===== config.mk =====
export PLATFORM = sky130hd
export DESIGN_NAME = router_mem_arbiter_flat
export DESIGN_NICKNAME = d
export VERILOG_FILES = /design/src/rtl/router_pkg.sv /design/src/rtl/router_mem_arbiter_if.sv /design/src/rtl/router_rr_pick.sv /design/src/rtl/router_mem_arbiter.sv /design/src/flat_wrapper.sv
export SDC_FILE = /design/constraint.sdc
export NUM_CORES = 1
export LEC_CHECK = 0
export ABC_AREA = 1
export BUFFER_PORTS_ARGS = -buffer_cell sky130_fd_sc_hd__buf_2
export CORE_MARGIN = 5
export CORE_UTILIZATION = 46
export CTS_CLUSTER_DIAMETER = 40
export DETAILED_ROUTE_END_ITERATION = 8
export PLACE_DENSITY_LB_ADDON = 0.15
export SYNTH_ARGS = -nofsm -noshare
export SYNTH_HDL_FRONTEND = slang
export SYNTH_HIERARCHICAL = 1
export SYNTH_SLANG_ARGS = --single-unit
export TNS_END_PERCENT = 100

===== constraint.sdc =====
create_clock -name clk -period 1.9 [get_ports clk]
set_input_delay 0.19 -clock clk [delete_from_list [all_inputs] [get_ports clk]]
set_output_delay 0.19 -clock clk [all_outputs]
set_load 0.05 [all_outputs]

===== src/rtl/router_pkg.sv =====
// Shared router definitions: arbiter FSM encoding and the default burst length.
// Also used by router_controller, so keep these names stable.
package router_pkg;

  // Default number of words moved per granted burst.
  localparam int BURST_LEN_DEFAULT = 19;

  // Memory arbiter FSM states.
  typedef enum logic [2:0] {
    IDLE     = 3'd0,
    RD_GNT   = 3'd1,
    RD_BURST = 3'd2,
    WR_GNT   = 3'd3,
    WR_BURST = 3'd4
  } arb_state_t;

  // The arbiter reports busy in every state except IDLE.
  function automatic logic state_is_busy(input arb_state_t s);
    return s != IDLE;
  endfunction

endpackage


===== src/rtl/router_mem_arbiter_if.sv =====
// Bundle of request/grant, stream and memory-port signals around the router
// memory arbiter.
//
// Handshake semantics:
//   - read_req/write_req are level requests. They are only looked at while the
//     arbiter is idle and are answered by a one-cycle read_gnt/write_gnt pulse.
//     addr is captured in the same cycle the request is accepted.
//   - rd_ready is a credit-style gate: high means the consumer can still take
//     at least two more words, so one read can be issued. rd_valid follows an
//     issued read by exactly one cycle and is never back-pressured.
//   - wr_valid has no ready partner: during a write burst every cycle with
//     wr_valid=1 writes wr_data to memory; outside a write burst it is ignored.
//   - The memory has a fixed one-cycle read latency (mem_rdata follows a
//     mem_en=1, mem_we=0 cycle).
interface router_mem_arbiter_if #(
  parameter int AURORA_DATA_WIDTH = 64,
  parameter int ADDR_WIDTH        = 10
);

  logic                         read_req;
  logic                         write_req;
  logic [ADDR_WIDTH-1:0]        addr;
  logic                         read_gnt;
  logic                         write_gnt;
  logic                         busy;

  logic                         rd_ready;
  logic [AURORA_DATA_WIDTH-1:0] rd_data;
  logic                         rd_valid;
  logic                         wr_valid;
  logic [AURORA_DATA_WIDTH-1:0] wr_data;

  logic                         mem_en;
  logic                         mem_we;
  logic [ADDR_WIDTH-1:0]        mem_addr;
  logic [AURORA_DATA_WIDTH-1:0] mem_wdata;
  logic [AURORA_DATA_WIDTH-1:0] mem_rdata;

  // Arbiter side.
  modport master (
    input  read_req, write_req, addr, rd_ready, wr_valid, wr_data, mem_rdata,
    output read_gnt, write_gnt, busy, rd_data, rd_valid,
           mem_en, mem_we, mem_addr, mem_wdata
  );

  // Controller / stream / memory side.
  modport slave (
    output read_req, write_req, addr, rd_ready, wr_valid, wr_data, mem_rdata,
    input  read_gnt, write_gnt, busy, rd_data, rd_valid,
           mem_en, mem_we, mem_addr, mem_wdata
  );

endinterface


===== src/rtl/router_rr_pick.sv =====
// Two-way round-robin selector between read and write requests. When both
// requests are present the direction not served last wins; after reset the
// "last served" flag points at write so that read wins the first tie.
module router_rr_pick (
  input  logic clk,
  input  logic rst,
  input  logic en,
  input  logic req_rd,
  input  logic req_wr,
  output logic pick_rd,
  output logic pick_wr
);

  logic last_wr;

  // Select a direction; only one pick can be high, and only when enabled.
  always_comb begin
    pick_rd = 1'b0;
    pick_wr = 1'b0;
    if (en) begin
      if (req_rd && req_wr) begin
        pick_rd = last_wr;
        pick_wr = !last_wr;
      end else begin
        pick_rd = req_rd;
        pick_wr = req_wr;
      end
    end
  end

  // Remember which direction was granted most recently.
  always_ff @(posedge clk) begin
    if (rst) begin
      last_wr <= 1'b1;
    end else if (pick_rd) begin
      last_wr <= 1'b0;
    end else if (pick_wr) begin
      last_wr <= 1'b1;
    end
  end

endmodule


===== src/rtl/router_mem_arbiter.sv =====
// Router memory arbiter: grants read or write bursts of BURST_LEN words to the
// router controller and sequences the single-port memory. Reads stream out
// toward input port 0, writes come in from output port 0. Addresses wrap
// modulo 2^ADDR_WIDTH. BURST_LEN must be in 1..2^ADDR_WIDTH.
module router_mem_arbiter
  import router_pkg::*;
#(
  parameter int AURORA_DATA_WIDTH = 64,
  parameter int ADDR_WIDTH        = 10,
  parameter int BURST_LEN         = BURST_LEN_DEFAULT
) (
  input  logic                 clk,
  input  logic                 rst,
  router_mem_arbiter_if.master bus,
  output arb_state_t           dbg_state
);

  localparam int CNT_W = $clog2(BURST_LEN + 1);
  localparam logic [CNT_W-1:0] BL_FULL = CNT_W'(BURST_LEN);
  localparam logic [CNT_W-1:0] BL_LAST = CNT_W'(BURST_LEN - 1);

  arb_state_t                   state;
  arb_state_t                   state_nxt;
  logic [ADDR_WIDTH-1:0]        base_addr;
  logic [CNT_W-1:0]             issued;
  logic [CNT_W-1:0]             written;
  logic                         rd_valid_q;
  logic [ADDR_WIDTH-1:0]        addr_hold;
  logic [AURORA_DATA_WIDTH-1:0] wdata_hold;

  logic                         pick_rd;
  logic                         pick_wr;
  logic                         rd_issue;
  logic                         wr_issue;
  logic [ADDR_WIDTH-1:0]        rd_addr;
  logic [ADDR_WIDTH-1:0]        wr_addr;

  router_rr_pick u_rr_pick (
    .clk     (clk),
    .rst     (rst),
    .en      (state == IDLE),
    .req_rd  (bus.read_req),
    .req_wr  (bus.write_req),
    .pick_rd (pick_rd),
    .pick_wr (pick_wr)
  );

  // A word moves on the memory port only inside its own burst state.
  always_comb begin
    rd_issue = (state == RD_BURST) && bus.rd_ready && (issued < BL_FULL);
    wr_issue = (state == WR_BURST) && bus.wr_valid && (written < BL_FULL);
    rd_addr  = base_addr + ADDR_WIDTH'(issued);
    wr_addr  = base_addr + ADDR_WIDTH'(written);
  end

  // Next-state logic. A read burst ends when its last word is on rd_valid
  // (all words issued and one still landing); a write burst ends on its
  // last write.
  always_comb begin
    state_nxt = state;
    unique case (state)
      IDLE: begin
        if (pick_rd) begin
          state_nxt = RD_GNT;
        end else if (pick_wr) begin
          state_nxt = WR_GNT;
        end
      end
      RD_GNT:   state_nxt = RD_BURST;
      WR_GNT:   state_nxt = WR_BURST;
      RD_BURST: begin
        if (rd_valid_q && (issued == BL_FULL)) begin
          state_nxt = IDLE;
        end
      end
      WR_BURST: begin
        if (wr_issue && (written == BL_LAST)) begin
          state_nxt = IDLE;
        end
      end
      default:  state_nxt = IDLE;
    endcase
  end

  // State register.
  always_ff @(posedge clk) begin
    if (rst) begin
      state <= IDLE;
    end else begin
      state <= state_nxt;
    end
  end

  // Burst bookkeeping: base address and counters captured on leaving IDLE,
  // read-return tracking, and the held values of the memory address/data bus.
  always_ff @(posedge clk) begin
    if (rst) begin
      base_addr  <= '0;
      issued     <= '0;
      written    <= '0;
      rd_valid_q <= 1'b0;
      addr_hold  <= '0;
      wdata_hold <= '0;
    end else begin
      rd_valid_q <= rd_issue;
      if ((state == IDLE) && (state_nxt != IDLE)) begin
        base_addr <= bus.addr;
        issued    <= '0;
        written   <= '0;
      end
      if (rd_issue) begin
        issued    <= issued + CNT_W'(1);
        addr_hold <= rd_addr;
      end
      if (wr_issue) begin
        written    <= written + CNT_W'(1);
        addr_hold  <= wr_addr;
        wdata_hold <= bus.wr_data;
      end
    end
  end

  // Drive grants, status, read stream and memory port; the memory address and
  // write data hold their last issued values between accesses.
  always_comb begin
    bus.read_gnt  = (state == RD_GNT);
    bus.write_gnt = (state == WR_GNT);
    bus.busy      = state_is_busy(state);
    bus.rd_valid  = rd_valid_q;
    bus.rd_data   = rd_valid_q ? bus.mem_rdata : '0;
    bus.mem_en    = rd_issue || wr_issue;
    bus.mem_we    = wr_issue;
    bus.mem_addr  = addr_hold;
    if (rd_issue) begin
      bus.mem_addr = rd_addr;
    end else if (wr_issue) begin
      bus.mem_addr = wr_addr;
    end
    bus.mem_wdata = wr_issue ? bus.wr_data : wdata_hold;
    dbg_state     = state;
  end

endmodule


===== src/flat_wrapper.sv =====
// flat-port wrapper written by rule: the top's interface ports become plain ports
module router_mem_arbiter_flat import router_pkg::*;
#(
  parameter int AURORA_DATA_WIDTH = 64,
  parameter int ADDR_WIDTH        = 10,
  parameter int BURST_LEN         = BURST_LEN_DEFAULT
)
  (clk, rst, dbg_state, bus_read_req, bus_write_req, bus_addr, bus_rd_ready, bus_wr_valid, bus_wr_data, bus_mem_rdata, bus_read_gnt, bus_write_gnt, bus_busy, bus_rd_data, bus_rd_valid, bus_mem_en, bus_mem_we, bus_mem_addr, bus_mem_wdata);
  router_mem_arbiter_if #(.AURORA_DATA_WIDTH(AURORA_DATA_WIDTH), .ADDR_WIDTH(ADDR_WIDTH)) bus_i ();
  input  logic clk;
  input  logic rst;
  output arb_state_t dbg_state;
  input wire logic [$bits(bus_i.read_req)-1:0] bus_read_req;
  input wire logic [$bits(bus_i.write_req)-1:0] bus_write_req;
  input wire logic [$bits(bus_i.addr)-1:0] bus_addr;
  input wire logic [$bits(bus_i.rd_ready)-1:0] bus_rd_ready;
  input wire logic [$bits(bus_i.wr_valid)-1:0] bus_wr_valid;
  input wire logic [$bits(bus_i.wr_data)-1:0] bus_wr_data;
  input wire logic [$bits(bus_i.mem_rdata)-1:0] bus_mem_rdata;
  output wire logic [$bits(bus_i.read_gnt)-1:0] bus_read_gnt;
  output wire logic [$bits(bus_i.write_gnt)-1:0] bus_write_gnt;
  output wire logic [$bits(bus_i.busy)-1:0] bus_busy;
  output wire logic [$bits(bus_i.rd_data)-1:0] bus_rd_data;
  output wire logic [$bits(bus_i.rd_valid)-1:0] bus_rd_valid;
  output wire logic [$bits(bus_i.mem_en)-1:0] bus_mem_en;
  output wire logic [$bits(bus_i.mem_we)-1:0] bus_mem_we;
  output wire logic [$bits(bus_i.mem_addr)-1:0] bus_mem_addr;
  output wire logic [$bits(bus_i.mem_wdata)-1:0] bus_mem_wdata;
  assign bus_i.read_req = bus_read_req;
  assign bus_i.write_req = bus_write_req;
  assign bus_i.addr = bus_addr;
  assign bus_i.rd_ready = bus_rd_ready;
  assign bus_i.wr_valid = bus_wr_valid;
  assign bus_i.wr_data = bus_wr_data;
  assign bus_i.mem_rdata = bus_mem_rdata;
  assign bus_read_gnt = bus_i.read_gnt;
  assign bus_write_gnt = bus_i.write_gnt;
  assign bus_busy = bus_i.busy;
  assign bus_rd_data = bus_i.rd_data;
  assign bus_rd_valid = bus_i.rd_valid;
  assign bus_mem_en = bus_i.mem_en;
  assign bus_mem_we = bus_i.mem_we;
  assign bus_mem_addr = bus_i.mem_addr;
  assign bus_mem_wdata = bus_i.mem_wdata;
  router_mem_arbiter #(.AURORA_DATA_WIDTH(AURORA_DATA_WIDTH), .ADDR_WIDTH(ADDR_WIDTH), .BURST_LEN(BURST_LEN)) u_core (.clk(clk), .rst(rst), .bus(bus_i), .dbg_state(dbg_state));
endmodule

### After elaboration in Yosys (flattened, before gate mapping)

Index checks and enable logic that the tools add are counted.

| word-level totals | value |
|---|---|
| register bits after elaboration | 99 |
| latch bits | 0 |
| bits in writable memories | 0 |
| memory bits (read-only) | 0 |
| input bits | 144 |
| output and inout bits | 147 |
| word-level logic and storage cells | 57 |
| memories | 0 |

| operators by class | value |
|---|---|
| $add $sub $neg | 4 |
| multiply operators | 0 |
| div/mod/pow operators | 0 |
| $lt $le $gt $ge | 2 |
| equal/unequal tests | 6 |
| shift-type cells | 0 |
| muxes and demuxes | 20 |
| bitwise logic cells | 0 |
| reductions and logical operators | 17 |

Operators with widths:

| cell | count |
|---|---|
| two-way mux 64 bit | 2 |
| two-way mux 10 bit | 4 |
| adder 10 x 5 -> 10 bit | 2 |
| two-way mux 5 bit | 3 |
| case mux 3 bit (5 select lines) | 1 |
| two-way mux 3 bit | 4 |
| adder 5 x 1 -> 5 bit (second input constant) | 2 |
| == test 5 bit (second input constant) | 2 |
| < comparator 5 bit (second input constant) | 2 |
| logical AND 1 bit | 8 |
| nonzero test 2 bit | 4 |
| == test 3 x 2 -> 1 bit (second input constant) | 2 |
| two-way mux 1 bit | 6 |
| nonzero test 3 bit | 2 |
| == test 3 x 1 -> 1 bit (second input constant) | 1 |
| == test 3 bit (second input constant) | 1 |
| zero test 3 bit | 1 |
| zero test 1 bit | 1 |
| logical OR 1 bit | 1 |

### Longest topological paths before layout

Gate-level depths: netlist (run 1).

| logic depth | value |
|---|---|
| depth after elaboration | 10 |
| depth in mapped cells | 15 |

### Cells and area by module

Netlist (run 1), hierarchy kept.

By module, submodules not included:

| module | times used | cells an instance | area an instance (sq um) |
|---|---|---|---|
| router_mem_arbiter | 1 | 818 | 5494.0 |
| router_rr_pick | 1 | 13 | 71.3 |

### Worst setup path after synthesis (run 1)

Ideal clock, no wire load.

| timing path | value |
|---|---|
| path type | reg2reg |
| from | reg u_core.state[1] (netlist: u_core/dbg_state[1]) |
| to | reg u_core.addr_hold[9] |
| setup time | 0.115 ns |
| data arrival time | 2.278 ns |
| setup slack | -0.492 ns |
| stages on the path, launching flop included | 10 |
| buffers on the path | 0 |
| clock period less this slack | 2.392 ns |
| cells stage by stage | dfxtp_1 nand3_1 nor2_1 nand2b_1 nand2_1 inv_2 nand2_1 nand3_1 nand2_1 inv_1 |

| between the ends | value |
|---|---|
| cells in the longest elaborated chain, start to end | 4 |
| elaborated cells between the ends (all ways) | 8 |
| those cells by class | 2 x eq/ne; 1 x mux; 5 x reduce/logical |

Ends and longest elaborated chain:

| element | RTL line | RTL |
|---|---|---|
| start, declared | router_mem_arbiter.sv:22 | `arb_state_t state;` |
| start signal, assigned | router_mem_arbiter.sv:90 | `state <= state_nxt;` |
| == test 3 bit / == test 3 x 2 -> 1 bit (equally long branches) | router_mem_arbiter.sv:51, router_mem_arbiter.sv:50 |  |
| logical AND 1 bit, on equally long branches (2 in a row) | router_mem_arbiter.sv:51, router_mem_arbiter.sv:50 |  |
| two-way mux 10 bit / nonzero test 2 bit (equally long branches) | - |  |
| end signal, assigned | router_mem_arbiter.sv:113 | `addr_hold <= rd_addr;` |
| end signal, assigned | router_mem_arbiter.sv:117 | `addr_hold <= wr_addr;` |
| end, declared | router_mem_arbiter.sv:28 | `logic [ADDR_WIDTH-1:0] addr_hold;` |

Several ways; a longest one is shown, not always the timed one.
A chain may end at the register's enable or synchronous reset.

### Worst setup path in the final report (run 1)

| timing path | value |
|---|---|
| from | reg u_core.state[1] (netlist: u_core/dbg_state[1]) |
| to | out bus_mem_addr[3] |

| between the ends | value |
|---|---|
| cells in the longest elaborated chain, start to end | 5 |
| elaborated cells between the ends (all ways) | 8 |
| those cells by class | 2 x eq/ne; 2 x mux; 4 x reduce/logical |

Ends and longest elaborated chain:

| element | RTL line | RTL |
|---|---|---|
| == test 3 bit | router_mem_arbiter.sv:51 | `wr_issue = (state == WR_BURST) && bus.wr_valid && (written < BL_FULL);` |
| logical AND 1 bit (2 in a row) | router_mem_arbiter.sv:51 |  |
| two-way mux 10 bit | router_mem_arbiter.sv:136 | `end else if (wr_issue) begin` |
| two-way mux 10 bit (*) | router_mem_arbiter.sv:134 | `if (rd_issue) begin` |
| end, declared | flat_wrapper.sv:27 | `output wire logic [$bits(bus_i.mem_addr)-1:0] bus_mem_addr;` |

Mark *: on every way between the ends. The rest lies on a longest branch, timed or not.

==> results of run 1 <==
==> path summary, 6_finish.rpt <==
kind                                                        from                          endpoint  slack, ns  depth (start not counted)
worst max register to register    u_core/dbg_state[1]$_SDFF_PP0_  u_core/base_addr[4]$_SDFFE_PP0P_      -0.30                         13
worst min register to register  u_core/addr_hold[1]$_SDFFE_PP0P_  u_core/addr_hold[1]$_SDFFE_PP0P_       0.52                          2
worst max-delay path              u_core/dbg_state[1]$_SDFF_PP0_                   bus_mem_addr[3]      -0.52                         10
worst min-delay path                             bus_wr_data[50]  u_core/wdata_hold[50]$_SDFF_PP0_       0.08                          3
==> stage by stage <==
step	total power, mW	std cells	util	cell area (um2)
after global placement	5.813	1296	0.6423	7651
after floorplan	4.735	831	-	5637
after detailed placement	5.822	1296	0.6423	7651
after CTS	8.404	1360	0.8162	9722
final	9.990	1394	0.8888	10590
after global routing	10.23	1393	0.8886	10580
==> cell families after synthesis <==
kind of cell             after synthesis  synth area share
AND/OR/NAND/NOR                      389            0.3206
buffers and inverters                215            0.1580
AO/OA/AOI/OAI                        106            0.1178
flip-flops                            99            0.3561
adder cells (fa/ha/maj)               15           0.03642
XOR/XNOR                               7           0.01102
==> layout make-up <==
class,count,share of cell area
Timing Repair inverter,2,0.002600
Sequential cell,99,0.1906
Timing Repair Buffer,431,0.3385
Antenna cell,3,0.0007091
Multi-Input combinational cell,517,0.3547
Tap cell,147,0.01737
Inverter,179,0.06760
Clock buffer,9,0.02127
Clock inverter,7,0.006619
==> power by group <==
part / total [mW] / leakage (nW) / internal, mW / switching, mW
sequential: 2.55 / 0.811 / 2.30 / 0.254
clock: 1.89 / 0.147 / 0.930 / 0.961
combinational: 5.54 / 5.19 / 2.13 / 3.41
total: 9.99 / 6.15 / 5.36 / 4.63
==> critical path, stage by stage, from the launching register on <==
cell and delay [ns]:
sky130_fd_sc_hd__dfxtp_4 0.39, sky130_fd_sc_hd__nor2_4 0.21, sky130_fd_sc_hd__nand2_2 0.10, sky130_fd_sc_hd__nor2_4 0.16, sky130_fd_sc_hd__nand2_8 0.11, sky130_fd_sc_hd__buf_6 0.15, sky130_fd_sc_hd__buf_16 0.14, sky130_fd_sc_hd__a21oi_1 0.14
sky130_fd_sc_hd__o21ai_0 0.17, sky130_fd_sc_hd__nand3_2 0.13, sky130_fd_sc_hd__buf_6 0.16
==> Yosys cell counts <==
master                     count
sky130_fd_sc_hd__clkbuf_1     18
sky130_fd_sc_hd__ha_1         13
sky130_fd_sc_hd__buf_2         6
sky130_fd_sc_hd__buf_1         2
sky130_fd_sc_hd__inv_2         9
sky130_fd_sc_hd__nand3_1      46
sky130_fd_sc_hd__or2_2        38
sky130_fd_sc_hd__fa_1          2
sky130_fd_sc_hd__xor2_1        5
sky130_fd_sc_hd__nand3b_1      1
sky130_fd_sc_hd__nor2_4        1
sky130_fd_sc_hd__dfxtp_1      99
sky130_fd_sc_hd__nor3_1        2
sky130_fd_sc_hd__o21ai_0      40
sky130_fd_sc_hd__or2_1        30
sky130_fd_sc_hd__nand2_2       5
sky130_fd_sc_hd__o22ai_1       1
sky130_fd_sc_hd__o21ai_1       8
sky130_fd_sc_hd__a41oi_1       1
sky130_fd_sc_hd__xnor2_1       2
sky130_fd_sc_hd__nand4_1       6
sky130_fd_sc_hd__or2_0         1
sky130_fd_sc_hd__a31oi_1       4
sky130_fd_sc_hd__buf_4         2
sky130_fd_sc_hd__buf_8         2
sky130_fd_sc_hd__inv_1       169
sky130_fd_sc_hd__nor2_2        2
sky130_fd_sc_hd__inv_4         1
sky130_fd_sc_hd__o31ai_1       1
sky130_fd_sc_hd__nor2_1       91
sky130_fd_sc_hd__clkbuf_2      2
sky130_fd_sc_hd__nand2b_1      1
sky130_fd_sc_hd__nand2_4       1
sky130_fd_sc_hd__nand3_2       6
sky130_fd_sc_hd__nand2_1     158
sky130_fd_sc_hd__a21oi_1      21
sky130_fd_sc_hd__o21ai_2      30
sky130_fd_sc_hd__buf_6         4
==> registers in the layout, summed over array words and instances (netlist names) <==
| signal | count |
|---|---|
| u_core/wdata_hold | 64 |
| u_core/u_rr_pick/last_wr | 1 |
| u_core/issued | 5 |
| u_core/base_addr | 10 |
| u_core/addr_hold | 10 |
| u_core/bus.rd_valid | 1 |
| u_core/written | 5 |
| u_core/dbg_state | 3 |
==> cell usage in the layout (no fill, tap or decap), types with 11 or more instances in the layout <==
master                      Yosys  layout
sky130_fd_sc_hd__a21oi_1       21      15
sky130_fd_sc_hd__or2_1         30      19
sky130_fd_sc_hd__o21ai_0       40      11
sky130_fd_sc_hd__buf_4          2      99
sky130_fd_sc_hd__buf_6          4      62
sky130_fd_sc_hd__nor2_1        91      85
sky130_fd_sc_hd__nand2_2        5      20
sky130_fd_sc_hd__dfxtp_1       99      80
sky130_fd_sc_hd__buf_2          6     215
sky130_fd_sc_hd__o21ai_4        0      36
sky130_fd_sc_hd__or2_4          0      46
sky130_fd_sc_hd__buf_8          2      27
sky130_fd_sc_hd__nand2_1      158     132
sky130_fd_sc_hd__dfxtp_2        0      14
sky130_fd_sc_hd__clkbuf_16      0      14
sky130_fd_sc_hd__inv_1        169     122
sky130_fd_sc_hd__nand3_1       46      21
sky130_fd_sc_hd__o21ai_2       30      28
sky130_fd_sc_hd__inv_2          9      50
sky130_fd_sc_hd__buf_12         0      13
sky130_fd_sc_hd__nand3_2        6      25
==> timing repair <==
action                     CTS  global route
setup endpoints to repair   74            90
pin swaps                   30            28
gates cloned                11             7
setup buffers               37            31
hold buffers                 0             0
gates resized for setup    378           162
==> routing by layer <==
layer | share of wire | up-vias | global-route usage | wire, um
li1 | - | 3329 | - | -
met1 | 0.32 | 3664 | 0.3256 | 10410
met2 | 0.46 | 817 | 0.5546 | 14780
met3 | 0.13 | 285 | 0.09378 | 4146
met4 | 0.092 | 0 | 0.1167 | 2986
met5 | 0 | - | 0 | 0
==> impl_metrics.tcl, run 1 <==
set metrics [dict create \
    setup.worst_path.start_class "flop" \
    setup.worst_path.end_class "primary output" \
    netlist_area_mm2 0.005565 \
    dp.final_hpwl_mm 12.70 \
    worst_setup_hold_path_clk_slew_ns 0.08 \
    hold_path.class "in2reg" \
    hold-worst-slack_ns 0.08423 \
    cp.required_ns 1.71 \
    route.detailed.vias_per_inst 5.807 \
    drtIter0Drc 913 \
    register_cell_area_after_layout_mm2 0.002018 \
    syn_inst 831 \
    critPathMaxFanout 6 \
    worst-slew-pin-transition_ns 0.5495 \
    layout-area-overhead-vs-synth_pct 90.22 \
    setup-tns-final_ns -36.96 \
    grt.overflow.total 0 \
    final.setup_skew_ns 0.01319 \
    power_density_mw_per_mm2 943.6 \
    final_net_count 1398 \
    drc_errors 0 \
    slew_headroom 0.6333 \
    crit_path_arrival_time_ns 2.23 \
    design.die.area_mm2 0.01440 \
    finalCriticalPeriod_ns 2.423 \
    synth_top_cell_area_share 0.3561 \
    placement_rows 40 \
    leakage_nw 6.146 \
    clk_latency_ns 0.36 \
    floorplan.die.width_um 120.0 \
    detail_route.wirelength_mm 32.33 \
    final.setup.worst_slack_ns -0.5225 \
    outcome "finished, violations left" \
    n_fill_cell 442 \
    maxClockFrequency_mhz 412.8 \
    die_height_um 120.0 \
    final-hold-violation-count 0 \
    floorplan.io_pins 291 \
    synth_area_per_cell_um2 6.697 \
    ys_seq_elements 99 \
    final_min_period_over_clock_period 1.275 \
    cts_tree "built" \
    numClockSinks 99 \
    post_synth_main_area_contributors "sky130_fd_sc_hd__dfxtp_1 (36%), sky130_fd_sc_hd__inv_1 (11%), sky130_fd_sc_hd__nand2_1 (11%)" \
    netlist-cell-type-count 38 \
    vias 8095 \
    first_pass_grt_wire_length_mm 35.31 \
    cap_viol_max_count 0 \
    finalSetupViolations 117 \
    h-tree-depth 3 \
    synth.yosys.warnings 6 \
    finalMaxSlewViolations 0 \
    global_route.usage.total 0.3037 \
    globalplace.congestion 0.8864 \
    antenna_found_initial 2 \
    drt_pre_antenna_iters 6 \
    post_route_antenna_net_violation_count 0 \
    design.core.area_mm2 0.01191 \
    synth_sequential_area_ratio 0.3561 \
    multi_input_comb_area_mm2 0.003755 \
    worstSetupPathType "reg2out" \
    initial_core_util 0.4672 \
    yosys.area.top_type "sky130_fd_sc_hd__dfxtp_1" \
    clock_tree.buffer_depth 2 \
    drt-wirelength-per-cell_um 23.19 \
    grt_setup_unrepaired "yes" \
    peakVddDrop_mv 0.8332 \
    fraction_of_layout_cells_with_a_size_suffix_above_1 0.5892 \
    cts_root_buf "sky130_fd_sc_hd__clkbuf_16" \
    tritoncts.num_buffers 9 \
    failed_checks "negative setup slack" \
    grt_max_degree 81 \
    port_buffers 290 \
    syn-num-nets 990 \
    first_global_vias 7048 \
    dp_slack_ns -0.1491 \
]
No activity file was read; power rests on OpenSTA's default activity.
==> inputs of run 2 (changes only) <==
- CORE_UTILIZATION: 46 -> 41
- PLACE_DENSITY: not set -> 0.76
- PLACE_DENSITY_LB_ADDON: 0.15 -> not set
- clock period: 1.9 -> 2.1 ns (I/O delays scaled with it)
==> run 2 against run 1 <==
Net effect: power decreased by 23%; cell count decreased by 2.9%; largest cell class unchanged; sequential cell count unchanged; the run still ends with negative setup slack left; non-clock buffer count decreased by 67; via count decreased by 16%; global-route usage decreased by 7.5 points.
==> impl_metrics.tcl, run 2 (same netlist as run 1, synthesis figures left out) <==
set metrics [dict create \
    h-tree-depth 3 \
    failed_checks "negative setup slack" \
    slew_headroom 0.5908 \
    dp.final_hpwl_mm 13.14 \
    worstSetupPathType "reg2out" \
    cts_tree "built" \
    final_min_period_over_clock_period 1.083 \
    floorplan.io_pins 291 \
    hold-worst-slack_ns 0.1223 \
    globalRouteMet2Util 0.4222 \
    globalplace.congestion 0.8911 \
    drt-wirelength-per-cell_um 17.49 \
    cts_root_buf "sky130_fd_sc_hd__clkbuf_16" \
    postLayoutCoreUtil 0.7298 \
    layout-area-overhead-vs-synth_pct 74.35 \
    first_global_vias 6208 \
    finalSetupViolations 71 \
    largest_register_by_flop_count "u_core/wdata_hold" \
    initial_core_util 0.4186 \
    drc_errors 0 \
    setup.worst_path.start_class "flop" \
    leakage_nw 5.747 \
    worst_setup_hold_path_clk_slew_ns 0.08 \
    numClockSinks 99 \
    hold_path.class "in2reg" \
    outcome "finished, violations left" \
    largest_reg_flops 64 \
    drtIter0Drc 460 \
    drt_pre_antenna_iters 5 \
    first_pass_grt_wire_length_mm 30.02 \
    peakVddDrop_mv 0.6215 \
    vias 6795 \
    final-hold-violation-count 0 \
    die_height_um 126.5 \
    maxClockFrequency_mhz 439.5 \
    antenna_found_initial 2 \
    setup-tns-final_ns -5.418 \
    finalMaxSlewViolations 0 \
    clock_tree.buffer_depth 2 \
    crit_path_arrival_time_ns 2.07 \
    cts_hold_repair.buffers 0 \
    critPathMaxFanout 7 \
    final_net_count 1330 \
    groute.layer.met3.usage 0.06978 \
    fraction_of_layout_cells_with_a_size_suffix_above_1 0.5391 \
    power_density_mw_per_mm2 788.7 \
    floorplan.die.width_um 126.5 \
    cap_viol_max_count 0 \
    groute.layer.met1.usage 0.2431 \
    route.detailed.vias_per_inst 5.022 \
    worst-slew-pin-transition_ns 0.6132 \
    design.core.area_mm2 0.01330 \
    grt_setup_unrepaired "yes" \
    total_power_mw 7.652 \
    post_route_antenna_net_violation_count 0 \
    most_common_cell_after_layout_fill_and_taps_aside "sky130_fd_sc_hd__buf_2" \
    setup.worst_path.end_class "primary output" \
    most-common-layout-cells "sky130_fd_sc_hd__buf_2 (215), sky130_fd_sc_hd__nand2_1 (147), sky130_fd_sc_hd__inv_1 (124), sky130_fd_sc_hd__nor2_1 (88), sky130_fd_sc_hd__dfxtp_1 (80)" \
    detail_route.wirelength_mm 23.67 \
    finalCriticalPeriod_ns 2.275 \
    final.setup.worst_slack_ns -0.1752 \
    final.setup_skew_ns 0.01110 \
    global_route.usage.total 0.2290 \
    port_buffers 290 \
    design.die.area_mm2 0.01600 \
    grt.overflow.total 0 \
    tritoncts.num_buffers 9 \
    layer_with_the_highest_usage "met2" \
    reg.largest.list "u_core/wdata_hold x64, u_core/addr_hold x10, u_core/base_addr x10" \
    clk_latency_ns 0.35 \
    grt_max_degree 81 \
    placement_rows 42 \
    cp.required_ns 1.89 \
]
[run 2: through the flow]
| stage | setup WS (ns) | instances | instance area (um2) |
|---|---|---|---|
| global route | -0.2518 | 1353 | 9703 |
| floorplan | 0.01072 | 831 | 5589 |
| finish | -0.1752 | 1353 | 9703 |
| CTS | -0.1234 | 1310 | 8498 |
| global placement | 0.06682 | 1284 | 7267 |
| detailed placement | 0.04189 | 1284 | 7267 |
[run 2: routing by layer]
layer | wire (um) | part of all wire
met5 | 0 | 0
met4 | 1177 | 0.050
met3 | 2321 | 0.098
met2 | 12010 | 0.51
met1 | 8154 | 0.34
[run 2: worst paths after layout]
kind / startpoint / to / slack [ns] / cells past startpoint
min: bus_wr_data[38] / u_core/wdata_hold[38]$_SDFF_PP0_ / 0.12 / 3
max reg2reg: u_core/dbg_state[0]$_SDFF_PP0_ / u_core/base_addr[6]$_SDFFE_PP0P_ / 0.07 / 12
max: u_core/written[0]$_SDFFE_PP0P_ / bus_mem_wdata[27] / -0.18 / 12
min reg2reg: u_core/addr_hold[1]$_SDFFE_PP0P_ / u_core/addr_hold[1]$_SDFFE_PP0P_ / 0.52 / 2
[run 2: worst max-delay path: stages (launching register included)]
cell	delay, ns
sky130_fd_sc_hd__dfxtp_2	0.36
sky130_fd_sc_hd__buf_6	0.11
sky130_fd_sc_hd__nand2_4	0.04
sky130_fd_sc_hd__nand3_2	0.06
sky130_fd_sc_hd__nand2_2	0.06
sky130_fd_sc_hd__nand2_4	0.12
sky130_fd_sc_hd__clkinv_8	0.11
sky130_fd_sc_hd__buf_12	0.15
sky130_fd_sc_hd__clkbuf_16	0.14
sky130_fd_sc_hd__or2_4	0.25
sky130_fd_sc_hd__o21ai_4	0.09
sky130_fd_sc_hd__inv_2	0.06
sky130_fd_sc_hd__buf_6	0.15
[run 2: layout make-up]
| cell class | instances | area [um2] |
|---|---|---|
| fillers | 893 | 3592 |
| multi-input cells | 517 | 3495 |
| repair buffers | 364 | 2982 |
| flip-flops and latches | 99 | 2023 |
| inverters | 179 | 686.9 |
| clock buffers | 10 | 229.0 |
| well taps | 176 | 220.2 |
| clock inverters | 6 | 53.80 |
| repair inverters | 1 | 11.26 |
| diodes | 1 | 2.502 |
[run 2: repair_timing]
action                                  in CTS  in global routing
setup buffers                                7                 24
endpoints found under the setup margin      75                 81
gates cloned                                 3                 18
resized for setup                          267                185
pin swaps                                    6                 21
endpoints found under the hold margin        0                  0
[run 2: report_power, final]
part / switching, mW / total (mW) / internal, mW
sequential: 0.176 / 2.25 / 2.08
clock: 0.816 / 1.65 / 0.835
combinational: 2.41 / 3.75 / 1.34
==> inputs of run 3 (changes only) <==
- SYNTH_HIERARCHICAL: 1 -> not set
==> run 3 against run 2 <==
Net effect: the flow still finishes with violations (negative setup slack); non-clock buffer count down 12; die area down 0.58%; power down 21%; worst setup slack better by 0.055 ns; cell count down 2.0%; worst hold slack worse by 0.037 ns; sequential cell count unchanged; critical path type unchanged; largest power group unchanged.
==> impl_metrics.tcl, run 3 <==
set metrics [dict create \
    outcome "finished, violations left" \
    failed_checks "negative setup slack" \
    share_of_power_burned_in_the_clock_network 0.286 \
    yosys.area.top_type "sky130_fd_sc_hd__dfxtp_1" \
    detail_route.wirelength_mm 24.45 \
    netlist_area_mm2 0.005530 \
    slew_headroom 0.5606 \
    worstSetupPathType "reg2out" \
    numClockSinks 99 \
    delay_contributed_by_the_slowest_stage_of_the_critical_path_ns 0.39 \
    hold_path.class "in2reg" \
    global_route.usage.total 0.2642 \
    grt_setup_unrepaired "yes" \
    clock_tree.buffer_depth 2 \
    vias 6751 \
    worst_setup_hold_path_clk_slew_ns 0.07 \
    number_of_enable_flip_flop_cells_after_synthesis 0 \
    finalSetupViolations 69 \
    power_density_mw_per_mm2 641.9 \
    most-common-layout-cells "sky130_fd_sc_hd__buf_2 (216), sky130_fd_sc_hd__inv_1 (141), sky130_fd_sc_hd__nand2_1 (141), sky130_fd_sc_hd__nor2_1 (84), sky130_fd_sc_hd__dfxtp_1 (82)" \
    finalMaxSlewViolations 0 \
    design.core.area_mm2 0.01324 \
    tritoncts.num_buffers 9 \
    worst-path-buf-inv 5 \
    design.die.area_mm2 0.01591 \
    placed_area_mm2 0.007211 \
    first_pass_grt_wire_length_mm 33.66 \
    syn-num-nets 975 \
    synth_top_cell_area_share 0.3584 \
    drc_errors 0 \
    critPathMaxFanout 12 \
    dp.final_hpwl_mm 14.27 \
    cts_tree "built" \
    antenna_found_initial 1 \
    largest_reg_flops 64 \
    placement_rows 42 \
    switching_component_of_the_power_mw 2.310 \
    final.setup.worst_slack_ns -0.1206 \
    die_height_um 126.1 \
    grt.overflow.total 0 \
    postSynth.asyncResetShare 0 \
    grt_max_degree 78 \
    final_net_count 1303 \
    synthTopCellsByCount "sky130_fd_sc_hd__inv_1 (168), sky130_fd_sc_hd__nand2_1 (150), sky130_fd_sc_hd__dfxtp_1 (99), sky130_fd_sc_hd__nor2_1 (87), sky130_fd_sc_hd__nand3_1 (45)" \
    netlist-cell-type-count 40 \
    drt_pre_antenna_iters 7 \
    drt-wirelength-per-cell_um 18.44 \
    drtIter0Drc 405 \
    final-hold-violation-count 0 \
    comb_power_share 0.368 \
    p_sw_frac 0.3835 \
    power_frac_seq 0.346 \
    peakVddDrop_mv 0.4954 \
    h-tree-depth 3 \
    crit_slowest_cell "sky130_fd_sc_hd__dfxtp_4" \
    largest_register_by_flop_count "u_core.wdata_hold" \
    port_buffers 290 \
    post_synth_main_area_contributors "sky130_fd_sc_hd__dfxtp_1 (36%), sky130_fd_sc_hd__inv_1 (11%), sky130_fd_sc_hd__nand2_1 (10%)" \
    synth_area_per_cell_um2 6.777 \
    crit_path_arrival_time_ns 2.01 \
    cpLargestDelayFamily "buffers and inverters" \
    count_leader_synth "sky130_fd_sc_hd__inv_1" \
    cts_hold_repair.buffers 0 \
    critical_path.cell_chain "inv_4 > nor3_4 > nand2_8 > inv_16 > buf_12 > or2_0 > o21ai_2 > inv_1 > buf_6" \
    maxClockFrequency_mhz 450.3 \
    reg.largest.list "u_core.wdata_hold x64, u_core.addr_hold x10, u_core.base_addr x10" \
    cts_root_buf "sky130_fd_sc_hd__clkbuf_16" \
    floorplan.die.width_um 126.1 \
    p_int_mw 3.713 \
    route.detailed.vias_per_inst 5.091 \
    synth.yosys.warnings 0 \
    layout-area-overhead-vs-synth_pct 69.68 \
    worst-slew-pin-transition_ns 0.6583 \
    n_fill_cell 944 \
    finalCriticalPeriod_ns 2.221 \
    postLayoutCellArea_mm2 0.009384 \
    fraction_of_layout_cells_with_a_size_suffix_above_1 0.5144 \
    first_global_vias 6520 \
    setup.worst_path.end_class "primary output" \
    ys_seq_elements 99 \
    syn_inst 816 \
    cap_viol_max_count 0 \
    final_min_period_over_clock_period 1.057 \
    setup-tns-final_ns -4.290 \
    initial_core_util 0.4176 \
    leakage_nw 5.655 \
    globalplace.congestion 0.9305 \
    cp.required_ns 1.89 \
    most_common_cell_after_layout_fill_and_taps_aside "sky130_fd_sc_hd__buf_2" \
    setup.worst_path.start_class "flop" \
    clk_latency_ns 0.36 \
    synth_sequential_area_ratio 0.3584 \
    ys_dominant_reg_cell "sky130_fd_sc_hd__dfxtp_1" \
    floorplan.io_pins 291 \
    post_route_antenna_net_violation_count 0 \
    final.setup_skew_ns 0.006766 \
]
## run 3: cell types whose count changed after synthesis, moves of 4 or more
cell	before	now
sky130_fd_sc_hd__o21ai_2	30	23
sky130_fd_sc_hd__or2_1	30	17
sky130_fd_sc_hd__xnor2_1	2	6
sky130_fd_sc_hd__inv_2	9	4
sky130_fd_sc_hd__o21ai_1	8	22
sky130_fd_sc_hd__nand2_1	158	150
sky130_fd_sc_hd__or2_0	1	8
sky130_fd_sc_hd__nor2_1	91	87
sky130_fd_sc_hd__o21ai_0	40	34
sky130_fd_sc_hd__or2_2	38	44
## run 3: final timing paths
kind / start / slack (ns) / depth (start not counted) / to
setup reg to reg: u_core.base_addr[0]$_SDFFE_PP0P_ / -0.07 / 13 / u_core.addr_hold[2]$_SDFFE_PP0P_
hold / removal: bus_addr[2] / 0.09 / 3 / u_core.base_addr[2]$_SDFFE_PP0P_
hold reg to reg: u_core.addr_hold[1]$_SDFFE_PP0P_ / 0.49 / 2 / u_core.addr_hold[1]$_SDFFE_PP0P_
setup / recovery: u_core.dbg_state[2]$_SDFF_PP0_ / -0.12 / 9 / bus_mem_wdata[33]
## run 3: stage by stage
stage            util  hold WS [ns]  setup WS, ns  total power, mW  instances
6_report       0.7086       0.08567       -0.1206            6.024       1326
2_1_floorplan       -        0.3449       -0.1028            3.305        816
4_1_cts        0.6635       0.08837      -0.09667            5.845       1304
3_3_place_gp   0.5445        0.4482       0.07331            3.784       1263
3_5_place_dp   0.5445        0.4565       0.03512            3.798       1263
5_1_grt        0.7086       0.09503       -0.1925            6.244       1326
## run 3: routing by layer
layer | up-vias | track usage | wire (um) | part of all wire
met2 | 409 | 0.4930 | 12720 | 0.52
met5 | - | 0 | 0 | 0
met1 | 3132 | 0.2836 | 8693 | 0.36
met4 | 0 | 0.1129 | 977 | 0.040
met3 | 75 | 0.06097 | 2061 | 0.084
li1 | 3135 | - | - | -
## run 3: power groups by stage
stage | registers (mW) | logic [mW] | clock network (mW)
final | 2.08 | 2.22 | 1.72
after detailed placement | 2.10 | 1.70 | 0
after CTS | 2.08 | 2.04 | 1.73
after global placement | 2.09 | 1.69 | 0
after global routing | 2.10 | 2.34 | 1.80
after floorplan | 2.11 | 1.19 | 0
## run 3: logic make-up after synthesis
kind of cell / synth area share
compound gates: 0.1174
xor+xnor: 0.01425
fa+ha+maj: 0.03665
buf+inv: 0.1557
flops: 0.3584
simple gates: 0.3176
## run 3: timing repair
| action | 4_1_cts | 5_1_grt |
|---|---|---|
| resized for setup | 293 | 91 |
| cloned | 8 | 7 |
| endpoints found under the setup margin | 74 | 78 |
| setup buffers | 17 | 14 |
| pin swaps | 16 | 14 |
## run 3: worst register-to-register path, delay by kind of cell (launching register included)
family	cells	cell delay [ns]
and+or+nand+nor	1	0.09
buffers and inverters	8	0.93
adders and majority gates	2	0.49
AOI/OAI and AO/OA	1	0.11
xor gates and xnor gates	1	0.11
DFF	1	0.38
## run 3: cell type report
| cell class | count | area (um2) | share of cell area |
|---|---|---|---|
| flip-flops and latches | 99 | 2018 | 0.2151 |
| multi-input cells | 508 | 3378 | 0.3600 |
| clock inverters | 7 | 78.83 | 0.008400 |
| well taps | 176 | 220.2 | 0.02347 |
| repair buffers | 352 | 2776 | 0.2959 |
| clock buffers | 9 | 225.2 | 0.02400 |
| diodes | 1 | 2.502 | 0.0002667 |
| inverters | 173 | 676.9 | 0.07213 |
| repair inverters | 1 | 7.507 | 0.0008000 |
